**config.mk**
```make
export PLATFORM = sky130hd
export DESIGN_NAME = decode_stage
export DESIGN_NICKNAME = d
export VERILOG_FILES = /design/src/rtl/decode_stage.sv
export SDC_FILE = /design/constraint.sdc
export NUM_CORES = 2
export LEC_CHECK = 0
export ABC_AREA = 1
export ABC_CLOCK_PERIOD_IN_PS = 3390
export CORE_MARGIN = 2
export CORE_UTILIZATION = 30
export DETAILED_ROUTE_END_ITERATION = 16
export GPL_TIMING_DRIVEN = 0
export REMOVE_ABC_BUFFERS = 1
export SYNTH_ARGS = -nofsm -noshare
export SYNTH_HDL_FRONTEND = slang
export SYNTH_SLANG_ARGS = --single-unit
```
**constraint.sdc**
```tcl
create_clock -name clk -period 3.39 [get_ports clk]
set_input_delay 0.5085 -clock clk [delete_from_list [all_inputs] [get_ports clk]]
set_output_delay 0.5085 -clock clk [all_outputs]
set_load 0.01 [all_outputs]
```
**src/rtl/decode_stage.sv**
```systemverilog
// rtl/decode_stage.sv - decode / register-read stage: register file, opcode/immediate build,
// forward flags and the single output pipeline register.
module decode_stage #(
  parameter int          XLEN   = 32,
  parameter logic [11:0] NOP_OP = 12'b000000010011
) (
  input  logic            clk,
  input  logic            reset,
  input  logic [31:0]     instr_in,
  input  logic [XLEN-1:0] pc_in,
  input  logic            valid_in,
  input  logic            stall,
  input  logic            flush,
  input  logic            wb_en,
  input  logic [4:0]      wb_addr,
  input  logic [XLEN-1:0] wb_data,
  output logic [11:0]     operation,
  output logic [XLEN-1:0] rs1,
  output logic [XLEN-1:0] rs2,
  output logic [XLEN-1:0] imm,
  output logic [4:0]      rd,
  output logic [1:0]      need_forward,
  output logic [XLEN-1:0] pc,
  output logic            valid_out,
  output logic            reg_write
);

  localparam logic [6:0] OPC_OP     = 7'b0110011;
  localparam logic [6:0] OPC_OP_IMM = 7'b0010011;
  localparam logic [6:0] OPC_LOAD   = 7'b0000011;
  localparam logic [6:0] OPC_JALR   = 7'b1100111;
  localparam logic [6:0] OPC_STORE  = 7'b0100011;
  localparam logic [6:0] OPC_BRANCH = 7'b1100011;
  localparam logic [6:0] OPC_LUI    = 7'b0110111;
  localparam logic [6:0] OPC_AUIPC  = 7'b0010111;
  localparam logic [6:0] OPC_JAL    = 7'b1101111;

  logic [XLEN-1:0] regs [32];

  logic [6:0]      opcode;
  logic [2:0]      funct3;
  logic [4:0]      rd_f, rs1_f, rs2_f;
  logic            is_r, is_i, is_s, is_b, is_u, is_j;
  logic            use_rs1, use_rs2, writes_rd;
  logic [XLEN-1:0] imm_d, rs1_d, rs2_d;
  logic [11:0]     op_d;
  logic [1:0]      fwd_d;

  assign opcode = instr_in[6:0];
  assign funct3 = instr_in[14:12];
  assign rd_f   = instr_in[11:7];
  assign rs1_f  = instr_in[19:15];
  assign rs2_f  = instr_in[24:20];

  always_comb begin
    is_r = (opcode == OPC_OP);
    is_i = (opcode == OPC_OP_IMM) || (opcode == OPC_LOAD) || (opcode == OPC_JALR);
    is_s = (opcode == OPC_STORE);
    is_b = (opcode == OPC_BRANCH);
    is_u = (opcode == OPC_LUI) || (opcode == OPC_AUIPC);
    is_j = (opcode == OPC_JAL);
    use_rs1   = is_r || is_i || is_s || is_b;
    use_rs2   = is_r || is_s || is_b;
    writes_rd = (is_r || is_i || is_u || is_j) && (rd_f != 5'd0);
  end

  always_comb begin
    imm_d = '0;
    if (is_i)
      imm_d = {{20{instr_in[31]}}, instr_in[31:20]};
    else if (is_s)
      imm_d = {{20{instr_in[31]}}, instr_in[31:25], instr_in[11:7]};
    else if (is_b)
      imm_d = {{19{instr_in[31]}}, instr_in[31], instr_in[7], instr_in[30:25], instr_in[11:8], 1'b0};
    else if (is_u)
      imm_d = {instr_in[31:12], 12'b0};
    else if (is_j)
      imm_d = {{11{instr_in[31]}}, instr_in[31], instr_in[19:12], instr_in[20], instr_in[30:21], 1'b0};
  end

  // instr[30]/instr[25] only carry function bits for R-type (and instr[30] for SRLI/SRAI);
  // elsewhere they are immediate bits and are masked so e.g. ADDI -1 still decodes as ADDI.
  always_comb begin
    op_d = {2'b00, funct3, opcode};
    if (is_r)
      op_d = {instr_in[30], instr_in[25], funct3, opcode};
    else if ((opcode == OPC_OP_IMM) && (funct3 == 3'b101))
      op_d = {instr_in[30], 1'b0, funct3, opcode};
  end

  // Write-first bypass covers the distance-2 dependency through writeback.
  always_comb begin
    rs1_d = '0;
    rs2_d = '0;
    if (rs1_f != 5'd0)
      rs1_d = (wb_en && (wb_addr == rs1_f)) ? wb_data : regs[rs1_f];
    if (rs2_f != 5'd0)
      rs2_d = (wb_en && (wb_addr == rs2_f)) ? wb_data : regs[rs2_f];
  end

  // The output register is the copy of the previously issued instruction.
  always_comb begin
    fwd_d    = 2'b00;
    fwd_d[0] = valid_out && reg_write && (rd != 5'd0) && (rd == rs1_f) && use_rs1;
    fwd_d[1] = valid_out && reg_write && (rd != 5'd0) && (rd == rs2_f) && use_rs2;
  end

  always_ff @(posedge clk) begin
    if (reset) begin
      for (int i = 0; i < 32; i++)
        regs[i] <= '0;
    end else if (wb_en && (wb_addr != 5'd0)) begin
      regs[wb_addr] <= wb_data;
    end
  end

  always_ff @(posedge clk) begin
    if (reset || flush || (!stall && !valid_in)) begin
      operation    <= NOP_OP;
      rs1          <= '0;
      rs2          <= '0;
      imm          <= '0;
      rd           <= 5'd0;
      need_forward <= 2'b00;
      pc           <= '0;
      valid_out    <= 1'b0;
      reg_write    <= 1'b0;
    end else if (!stall) begin
      operation    <= op_d;
      rs1          <= rs1_d;
      rs2          <= rs2_d;
      imm          <= imm_d;
      rd           <= writes_rd ? rd_f : 5'd0;
      need_forward <= fwd_d;
      pc           <= pc_in;
      valid_out    <= 1'b1;
      reg_write    <= writes_rd;
    end
  end

endmodule

```
---- Yosys cells after proc, flatten, opt, wreduce, memory -nomap -nowiden ----
Memory sizes are Yosys's and may differ from the RTL's.
Index checks and enable logic that the tools add are counted.
operators by class
  reduce and logical (&&, ||, !) cells .... 32
  eq/ne operators ......................... 14
  multiplexer cells ....................... 20
operator list
  operator            number
  $mux 32             10
  $reduce_or 32->1    1
  $reduce_bool 5->1   5
  $mux 12             2
  $eq 7x6->1 const B  3
  $eq 7x7->1 const B  3
  $eq 5x5->1          4
  $eq 7x5->1 const B  2
  $logic_and 1x1->1   12
  $logic_or 1x1->1    12
  $mux 5              2
  $eq 7x2->1 const B  1
  $mux 1              6
  $eq 3x3->1 const B  1
  $logic_not 1->1     2
storage, ports and cells
  flip-flop bits (word level) ............. 149
  memories ................................ 1
  memory bits (writable) .................. 1024
  input port bits ......................... 107
memories
  name  depth  bits a word  rd ports  clocked after Yosys merged registers in  write ports  RTL line  text
  regs  32     32           2         0                                        32           38        logic [XLEN-1:0] regs [32];

---- Longest topological paths before layout ----
  depth in word-level cells ............... 8
  gate-level depth with buffers ........... 14

---- Least setup slack after synthesis ----
Ideal clock, no wire load.
  path type ............................... in2reg
  start ................................... in wb_addr[3]
  end ..................................... mem regs[31][0] (enable)
  path buffers ............................ 2
  stages on the path ...................... 10
  slack ................................... 0.598 ns
  arrival ................................. 2.314 ns
  required time ........................... 2.912 ns
  path through ............................ buf_2 nor3_2 inv_1 o21ai_0 inv_1 nand3_1 inv_1 nand2_1 buf_2 nand2_1
RTL lines
  what             RTL line  text
  start, declared  15        input logic [4:0] wb_addr,
  end, declared    38

==> impl_metrics.csv <==
group,metric,value,unit
worst_hold_path,holdPathStages,3,
yosys,synth_edf_count,1024,
yosys,ys_seq_area_frac,0.520,
power_and_ir_drop,p_leak,33.2,nW
yosys,synth-seq-cells,1173,
routing,drc,0,
clock_tree,cts_buffer_depth,3,
grt,grt_pass1_vias,58400,
grt,grt_pass1_wl,373,mm
yosys,synth_area_leaders,"edfxtp_1 47%, nand2_1 15%, nand3_1 10%",
timing,hold_viol,0,
timing,setup_viol,375,
yosys,async_flop_share,0,
setup_path,critPathMaxStageDelay,0.77,ns
floorplanning,die_width,469,µm
floorplanning,ios,256,
routing,drt_iter0_markers,8577,
yosys,synth.largest_area_cell,"edfxtp_1",
routing,vias_per_cell,5.38,
placed_design,dp_hpwl,149,mm
power_and_ir_drop,vdd_drop_max,0.574,mV
setup_path,timing.rr.start,"regs[2][27]$_SDFFCE_PN0P_",
grt,grt_remaining_overflow,0,
timing,finalCritPeriodShare,1.07,
floorplanning,core-area,0.215,mm²
grt,grt_max_degree,147,
timing,relSlewSlack,0.0306,
yosys,yosysMostFrequentCell,"nand2_1",
layout,n_fill_cell,21600,
routing,ant_nets,0,
job,cap_viol_max_count,0,
layout,area_growth,16.8,%
clock_tree,cts_root_buf,"clkbuf_16",
layout,final_util,0.353,
placed_design,gp_congestion,0.881,
worst_hold_path,min-delay-start,"stall",
power_and_ir_drop,p_per_area,477,mW/mm²
setup_path,worst-setup-path-type,"input port to flip-flop",
timing,min_period,3.63,ns
yosys,yosysWarnings,0,
power_and_ir_drop,switching_share,0.282,
yosys,netlist_area,0.0648,mm²
routing,drt_wl_total,262,mm
yosys,syn_area_per_cell,7.53,µm²
power_and_ir_drop,clkPwrFrac,0.394,
power_and_ir_drop,seqPwrFrac,0.462,
clock_tree,tritoncts,"yes",
floorplanning,row_count,170,
setup_path,crit_fanout,20,
timing,fin_skew,0.0261,ns
worst_hold_path,hold_path_class,"input port to flip-flop",
setup_path,rr_worst_depth,8,
floorplanning,die_area,0.220,mm²
clock_tree,post_cts_buffers,0,
floorplanning,initial_core_util,0.302,
worst_hold_path,min_to,"operation[7]$_SDFFE_PP0N_",
clock_tree,clk_pin_slew,0.06,ns
placed_design,portBuffers,255,
setup_path,path_cells,"clkdlybuf4s50_1, nor3_2, inv_1, o21ai_0, nor3_2, nand2_2, buf_12, nand2_2, buf_12",
routing,dr.pass1.iters,7,
clock_tree,cts_buffers,133,
clock_tree,clk-insertion-delay-late,0.80,ns
setup_path,r2r_slack,1.31,ns
placed_design,placed_cells,11200,
timing,rsz0062_at_grt,"true",
setup_path,cpMaxStageDelayCell,"clkdlybuf4s50_1",
grt,antenna_found_initial,8,
timing,worst_pin_slew,1.45,ns
timing,final.setup.tns,-33.28,ns
yosys,synth_cell_type_count,29,
setup_path,cp_data_required_time,3.86,ns
timing,final.setup.worst_slack,-0.236,ns
yosys,ys.flop_type,"edfxtp_1",
layout,drive_above_1_share,0.0502,
floorplanning,fp.dieH,469,µm
timing,drv_slew,0,
yosys,synth_top_area_frac,0.474,
timing,max_freq,276,MHz
layout,fin_cells,11400,
power_and_ir_drop,power_switching,0.0102,W
layout,nets,8582,
routing,num_vias,61400,
power_and_ir_drop,power_frac_comb,0.144,
status,violations,"setup timing",
placed_design,place_ws,-1.95,ns
grt,gr-usage-all-layers,0.227,
clock_tree,cts_num_sinks,1173,
setup_path,cp_data_arrival_time,4.10,ns
status,status,"complete, but fails checks",
routing,wl_per_cell,22.9,µm
power_and_ir_drop,p_int,0.0259,W
setup_path,r2r-end,"rs2[27]$_SDFFE_PP0N_",
yosys,synthTopCellsByCount,"2599 x nand2_1, 1315 x nand3_1, 1127 x nor2_1, 1024 x edfxtp_1, 981 x inv_1",
clock_tree,htree_levels,4,
setup_path,crit_buf_inv,4,
setup_path,crit_path_start_kind,"input port",
setup_path,critical-path-top-delay-family,"simple AND/OR/NAND/NOR gates",
yosys,netlist_instances,8607,
setup_path,end_kind,"flip-flop",
clock_tree,holdBufCountCts,0,
-- placed cells by master, fill, tap and decap left out, drive strengths merged, types with 65 or more instances in the layout --
cell,Yosys,layout
clkdlybuf4s50,0,243
o21ai,240,240
a21oi,314,314
inv,986,985
clkbuf,401,179
buf,277,127
dfxtp,149,149
clkinv,4,65
nor2,1127,1127
nand3,1315,1315
nand2,2599,2599
edfxtp,1024,1024
o211ai,120,120
-- logic make-up (layout without fill, tap and decap cells) --
family	count (synthesis)	after routing	synth area share
AO/OA/AOI/OAI	681	681	0.0575
XOR/XNOR	5	5	0.000676
AND/OR/NAND/NOR	5079	5079	0.321
buffers and inverters	1668	1611	0.100
flip-flops	1173	1173	0.520
other	1	35	0.0000579
-- layer usage --
| layer | track usage | vias up | routed length (µm) | part of all wire |
|---|---|---|---|---|
| met1 | 0.283 | 28800 | 95100 | 0.36 |
| li1 | - | 27300 | - | - |
| met3 | 0.0476 | 964 | 31300 | 0.12 |
| met2 | 0.354 | 4363 | 116000 | 0.44 |
| met5 | 0 | - | 26 | 0.000099 |
| met4 | 0.155 | 4 | 19200 | 0.073 |
-- flip-flops by register name, summed over array words and instances (netlist names) --
register      cells
operation        12
rs1              32
regs           1024
imm              32
reg_write         1
pc               32
need_forward      2
rd                5
valid_out         1
rs2              32
-- worst max-delay path by stage --
stage	startpoint	endpoint	slack (ns)	cells after the start
final	wb_addr[2]	regs[22][23]$_SDFFCE_PN0P_	-0.24	9
after global routing	wb_addr[2]	regs[22][3]$_SDFFCE_PN0P_	-0.23	9
after CTS	wb_addr[2]	regs[22][23]$_SDFFCE_PN0P_	-0.13	9
after detailed placement	instr_in[15]	rs1[22]$_SDFFE_PP0N_	-1.95	14
after global placement	instr_in[20]	rs2[16]$_SDFFE_PP0N_	-79.52	9
after floorplan	instr_in[20]	rs2[26]$_SDFFE_PP0N_	-4.55	8
-- worst register-to-register path, delay by kind of cell (launching register included) --
family | cells | cell delay, ns
simple gates | 6 | 0.99
compound gates | 2 | 0.53
flops | 1 | 0.41
-- metrics by stage --
| stage | area, µm² | hold WS (ns) | total power, W |
|---|---|---|---|
| CTS | 75300 | 0.104 | 0.0359 |
| floorplan | 62100 | 0.481 | 0.0195 |
| global route | 75700 | 0.153 | 0.0371 |
| global placement | 68300 | 0.452 | 0.0225 |
| detailed placement | 71000 | 0.456 | 0.0219 |
| finish | 75700 | 0.150 | 0.0361 |
-- repair_timing --
| item | in CTS | in global routing |
|---|---|---|
| endpoints found under the setup margin | 130 | 465 |
| gates cloned | 3 | 3 |
| resized for setup | 15 | 14 |
-- power by group through the flow --
stage	sequential [W]	clock, W	combinational [W]
6_report	0.0167	0.0142	0.00519
5_1_grt	0.0167	0.0148	0.00552
4_1_cts	0.0167	0.0143	0.00495
3_5_place_dp	0.0170	0	0.00491
3_3_place_gp	0.0170	0	0.00551
2_1_floorplan	0.0169	0	0.00258
-- cell type report --
type / instances / area (µm²) / area share
Sequential cell: 1173 / 33700 / 0.446
Tap cell: 2838 / 3550 / 0.0469
Inverter: 990 / 3790 / 0.0501
Antenna cell: 3 / 7.51 / 0.0000992
Timing Repair inverter: 1 / 8.76 / 0.000116
Multi-Input combinational cell: 5797 / 25000 / 0.330
Clock inverter: 65 / 541 / 0.00714
Timing Repair Buffer: 379 / 5460 / 0.0721
Clock buffer: 176 / 3650 / 0.0482
Power figures use the tool's default switching activity.
